### src/rtl/apb_to_ahbl.sv
// APB slave to AHB-Lite master bridge: each APB transfer becomes one single-beat
// AHB-Lite word transfer, with AHB error responses returned as PSLVERR.
module apb_to_ahbl #(
   parameter int unsigned        W_PADDR    = 16,
   parameter int unsigned        W_HADDR    = 32,
   parameter int unsigned        W_DATA     = 32,
   parameter logic [W_HADDR-1:0] HADDR_BASE = '0
) (
   input  logic               clk,
   input  logic               rst_n,
   input  logic               apbs_psel,
   input  logic               apbs_penable,
   input  logic               apbs_pwrite,
   input  logic [W_PADDR-1:0] apbs_paddr,
   input  logic [W_DATA-1:0]  apbs_pwdata,
   output logic               apbs_pready,
   output logic [W_DATA-1:0]  apbs_prdata,
   output logic               apbs_pslverr,
   output logic [W_HADDR-1:0] ahblm_haddr,
   output logic               ahblm_hwrite,
   output logic [1:0]         ahblm_htrans,
   output logic [2:0]         ahblm_hsize,
   output logic [2:0]         ahblm_hburst,
   output logic [3:0]         ahblm_hprot,
   output logic               ahblm_hmastlock,
   output logic [W_DATA-1:0]  ahblm_hwdata,
   input  logic               ahblm_hready,
   input  logic               ahblm_hresp,
   input  logic [W_DATA-1:0]  ahblm_hrdata
);

   typedef enum logic [1:0] {
      S_IDLE,
      S_ADDR,
      S_DATA,
      S_RESP
   } state_t;

   localparam logic [1:0] HTRANS_IDLE   = 2'b00;
   localparam logic [1:0] HTRANS_NONSEQ = 2'b10;

   state_t state;

   assign ahblm_hsize     = 3'b010;
   assign ahblm_hburst    = 3'b000;
   assign ahblm_hprot     = 4'b0011;
   assign ahblm_hmastlock = 1'b0;

   // Only an APB setup phase starts a transfer; a stray penable in idle is ignored.
   // Inputs outside the current state's concern are deliberately not looked at, so a
   // master dropping psel mid-transfer cannot stall the AHB side.
   always_ff @(posedge clk) begin
      if (!rst_n) begin
         state        <= S_IDLE;
         apbs_pready  <= 1'b0;
         apbs_prdata  <= '0;
         apbs_pslverr <= 1'b0;
         ahblm_haddr  <= '0;
         ahblm_hwrite <= 1'b0;
         ahblm_htrans <= HTRANS_IDLE;
         ahblm_hwdata <= '0;
      end else begin
         case (state)
            S_IDLE: begin
               if (apbs_psel && !apbs_penable) begin
                  ahblm_haddr  <= HADDR_BASE | W_HADDR'(apbs_paddr);
                  ahblm_hwrite <= apbs_pwrite;
                  ahblm_hwdata <= apbs_pwdata;
                  ahblm_htrans <= HTRANS_NONSEQ;
                  state        <= S_ADDR;
               end
            end
            S_ADDR: begin
               if (ahblm_hready) begin
                  ahblm_htrans <= HTRANS_IDLE;
                  state        <= S_DATA;
               end
            end
            S_DATA: begin
               // The first half of a two-cycle error has hready low and simply waits here.
               if (ahblm_hready) begin
                  if (!ahblm_hwrite && !ahblm_hresp) begin
                     apbs_prdata <= ahblm_hrdata;
                  end
                  apbs_pslverr <= ahblm_hresp;
                  apbs_pready  <= 1'b1;
                  state        <= S_RESP;
               end
            end
            S_RESP: begin
               apbs_pready  <= 1'b0;
               apbs_pslverr <= 1'b0;
               state        <= S_IDLE;
            end
            default: begin
               state <= S_IDLE;
            end
         endcase
      end
   end

endmodule

### config.mk
export PLATFORM = sky130hd
export DESIGN_NAME = apb_to_ahbl
export DESIGN_NICKNAME = d
export VERILOG_FILES = /design/src/rtl/apb_to_ahbl.sv
export SDC_FILE = /design/constraint.sdc
export NUM_CORES = 1
export LEC_CHECK = 0
export BUFFER_PORTS_ARGS = -buffer_cell sky130_fd_sc_hd__buf_2
export CAP_MARGIN = 20
export CORE_AREA = 2 2 100 102
export DETAILED_ROUTE_END_ITERATION = 12
export DIE_AREA = 0 0 102 104
export PLACE_DENSITY = 0.81
export SLEW_MARGIN = 5
export SYNTH_ARGS = -nofsm -noshare
export SYNTH_HDL_FRONTEND = slang
export SYNTH_SLANG_ARGS = --single-unit
### constraint.sdc
create_clock -name clk -period 1.4 [get_ports clk]
set_input_delay 0.35 -clock clk [delete_from_list [all_inputs] [get_ports clk]]
set_output_delay 0.35 -clock clk [all_outputs]
set_load 0.01 [all_outputs]
---- After elaboration in Yosys (flattened, before gate mapping) ----
Cells that the tools add are included.
word-level totals
  bits in registers ....................... 87
  input bits .............................. 87
operators by class
  equal/unequal tests ..................... 6
  muxes and demuxes ....................... 11
  reductions and logical operators ........ 13
operator list
  operator                                                         number
  2-bit two-way mux                                                5
  3-bit AND reduction                                              3
  2-bit one-hot mux with 4 select lines                            1
  2-bit inequality test, second input constant                     3
  2-bit == test, second input constant                             2
  1-bit one-hot mux with 2 select lines                            2
  2-bit one-hot mux with 2 select lines                            1
  2-bit AND reduction                                              2
  2-bit nonzero test                                               2
  1-bit zero test                                                  3
  2-bit by 1-bit == test with 1-bit output, second input constant  1
  1-bit logical AND                                                2
  2-bit zero test                                                  1
  1-bit two-way mux                                                2

---- Longest topological paths before layout ----
  word-level depth ........................ 4
  gate-level depth with buffers ........... 8

---- Worst setup path after synthesis ----
Ideal clock, no wire load.
  kind .................................... reg2reg
  start point ............................. reg state[0]
  end point ............................... reg ahblm_htrans[1]
  arrival ................................. 1.387 ns
  data required time ...................... 1.283 ns
  clock period less this slack ............ 1.505 ns
  cell stages (with the launch flop) ...... 7
  library setup time ...................... 0.117 ns
  slack ................................... -0.105 ns
  cells stage by stage .................... dfxtp_1 inv_1 ha_1 and3b_1 buf_4 or2_1 a32o_1
between the ends
  word-level cells in the longest chain between the ends .. 3
ends and longest elaborated chain
  what                                                                                RTL line  text
  from (decl)                                                                         42        state_t state;
  from (signal assigned)                                                              54        state <= S_IDLE;
  from (signal assigned)                                                              70        state <= S_ADDR;
  from (signal assigned)                                                              76        state <= S_DATA;
  2-bit by 1-bit == test with 1-bit output / 2-bit zero test (equally long branches)  63        case (state)
  2-bit inequality test (no line) / 2-bit nonzero test (equally long branches)        -
  3-bit AND reduction (no line)                                                       -
  to (signal assigned)                                                                60        ahblm_htrans <= HTRANS_IDLE;
  to (signal assigned)                                                                69        ahblm_htrans <= HTRANS_NONSEQ;
  to (signal assigned)                                                                75        ahblm_htrans <= HTRANS_IDLE;
  to (decl)                                                                           21        output logic [1:0] ahblm_htrans,
Parallel ways exist; a longest one is shown, timed or not.
A chain may end at the register's enable or synchronous reset.

---- Final worst setup path ----
  start point ............................. reg state[1]
  end point ............................... reg ahblm_htrans[1]
The elaborated chain is that of the path after synthesis.

==> impl_metrics.tcl <==
set metrics [dict create \
    worstSetupStartpointType "register" \
    fin_area_sq_um 5130 \
    initial_core_util_pct 39.7 \
    synth_edf_count 0 \
    switchingPower_mw 1.89 \
    fin_tns_setup_ns 0 \
    final_common_cell "buf_2" \
    crit_chain "inv_4 > buf_4 > ha_1 > nor2b_1 > or2_1 > a32o_1" \
    pwr-share-comb_pct 28.3 \
    holdPathStages 3 \
    dpl_cell_area_sq_um 4690 \
    final_cell_mix "buf_2 (170), nand2_1 (135), dfxtp_1 (84)" \
    ys_warn_count 0 \
    peakVddDrop_uv 587 \
    die_x_um 102 \
    critPathArrivalTime_ns 1.63 \
    hold_class "in2reg" \
    period_needed_ns 1.39 \
    endpoint_kind "register" \
    grtUsageTotal_pct 16.4 \
    grt_max_degree 40 \
    avgRoutedWirePerCell_um 12.9 \
    ys_types 32 \
    overflow 0 \
    drt_iter0_markers 56 \
    p_sw_share_pct 29.7 \
    static-leakage-power_nw 2.33 \
    cts.sinks 86 \
    drv_slew 0 \
    pin_count 199 \
    drive_above_1_share_pct 46.5 \
    power_density_nw_per_um2 1240 \
    routed-wl-met3_um 763 \
    synthFlopType "dfxtp_1" \
    skew_ns 0.00562 \
    critical_path_class "reg2reg" \
    m1WireLength_um 3780 \
    fin_cells 737 \
    grt_pass1_wl_um 14100 \
    r2r_cells 6 \
    crit_fanout 4 \
    synthCells 422 \
    clk_pin_slew_ns 0.08 \
    wl_met2_um 4740 \
    rsz0062_at_grt "yes" \
    clock_power_share_pct 27.5 \
    die_y_um 104 \
    routed_wl_um 9490 \
    antenna_left 0 \
    finalSetupViolations 0 \
    cp_top_family "flip-flops" \
    drc 0 \
    ys_async_sr_fraction_pct 0 \
    vias_per_cell 4.52 \
    fp.dieArea_sq_um 10600 \
    worstPathRequired_ns 1.64 \
    grt_antenna_before_repair 0 \
    slowest_delay_ns 0.38 \
    ys_seq_area_share_pct 45.5 \
    cts_buffers 9 \
    place_congestion 0.738 \
    p_int_mw 4.49 \
    path_depth 6 \
    num_rows 36 \
    coreArea_sq_um 9550 \
    maxUsedRoutingLayer "met4" \
    placed_cells 709 \
    maxCapViolations 0 \
    yosys_register_bits 86 \
    pwr-share-seq_pct 44.2 \
    dpl.hpwl_um 6510 \
    cts_tree "done" \
    fin_nets 691 \
    htree_num_levels 3 \
    antenna_cells 0 \
    vias 3331 \
    cts_hold_buf 0 \
    grt_pass1_vias 3204 \
    max_clock_freq_mhz 719 \
    critical_path_buf_inv_count 2 \
    hold_viol 0 \
    syn_avg_cell_area_sq_um 8.97 \
    cpMaxStageDelayCell "dfxtp_4" \
    area_delta_synth_final_pct 35.5 \
    clock_latency_ns 0.34 \
    clockRootBuffer "clkbuf_8" \
    syn_area_sq_um 3790 \
    dr.pass1.iters 4 \
    post-route-period-util_pct 99.3 \
    portBuffers 170 \
    outcome "complete, no violations" \
    cts_buffer_depth 2 \
]
[cell usage after synthesis (2+ instances only)]
cell	instances	area (sq um)
nor2b_1	3	18.8
nand2_2	30	188
dfxtp_1	86	1720
nand2_1	136	510
ha_1	5	62.6
a21boi_0	22	165
mux2i_1	2	20.0
buf_2	12	60.1
clkbuf_1	10	37.5
buf_6	2	22.5
buf_4	29	218
conb_1	2	7.51
nand2b_1	2	12.5
nor2_1	2	7.51
a21boi_1	31	233
a21boi_2	30	338
inv_1	2	7.51
buf_12	2	40.0
[cells by family after synthesis]
family,after synthesis,share of synthesized area (%)
adders and majority gates,5,1.65
buffers and inverters,59,10.7
and+or+nand+nor,179,20.9
muxes,2,0.529
DFF,86,45.5
other,2,0.198
AOI/OAI and AO/OA,89,20.6
[path summary, 6_finish.rpt]
kind | slack [ns] | end | start
max | 0.009 | ahblm_htrans[1] | state[1]
min | 0.24 | ahblm_hwdata[20] | apbs_pwdata[20]
max reg2reg | 0.009 | ahblm_htrans[1] | state[1]
min reg2reg | 0.45 | ahblm_haddr[13] | ahblm_haddr[13]
[per-layer routing]
metal | track usage [%] | up-vias
li1 | - | 1651
met1 | 17.2 | 1543
met2 | 29.3 | 124
met3 | 6.25 | 13
met4 | 5.90 | 0
met5 | 0 | -
[power groups by stage]
stage	sequential, mW	clock, mW	combinational (mW)
floorplan	2.97	0	0.859
global placement	2.86	0	1.42
detailed placement	2.87	0	1.47
CTS	2.81	1.82	1.61
global route	2.85	1.92	1.99
finish	2.82	1.75	1.80
[sequential cells by signal, indices dropped and copies added (netlist names)]
signal,cells
ahblm_hwdata,32
apbs_prdata,32
ahblm_haddr,16
state,2
ahblm_htrans,1
ahblm_hwrite,1
apbs_pready,1
apbs_pslverr,1
[per-stage QoR]
stage	hold slack [ns]	setup slack (ns)	power, mW	utilization (%)
floorplan	0.464	-0.00163	3.83	-
global placement	0.438	0.0275	4.28	49.1
detailed placement	0.445	-0.0630	4.34	49.1
CTS	0.207	-0.00122	6.24	52.0
global route	0.212	-0.0314	6.77	53.7
finish	0.236	0.00945	6.38	53.7
[worst min-delay path: cells and delay by family]
family / cells / cell delay, ns
AO/OA/AOI/OAI: 1 / 0.05
buffers and inverters: 1 / 0.10
AND/OR/NAND/NOR: 1 / 0.04
[final cells by class]
cell class,instances,area [sq um]
clock inverters,4,45.0
fillers,912,4420
well taps,133,166
repair buffers,196,1230
inverters,2,12.5
multi-input cells,304,1790
clock buffers,12,155
flip-flops and latches,86,1730
[timing repair]
action | 4_1_cts | 5_1_grt
gates cloned | 1 | 8
pin swaps | 4 | 2
setup endpoints to repair | 42 | 59
gates resized for setup | 4 | 17
setup buffers | 4 | 0
Note: power is estimated with default switching activity, not from simulation.
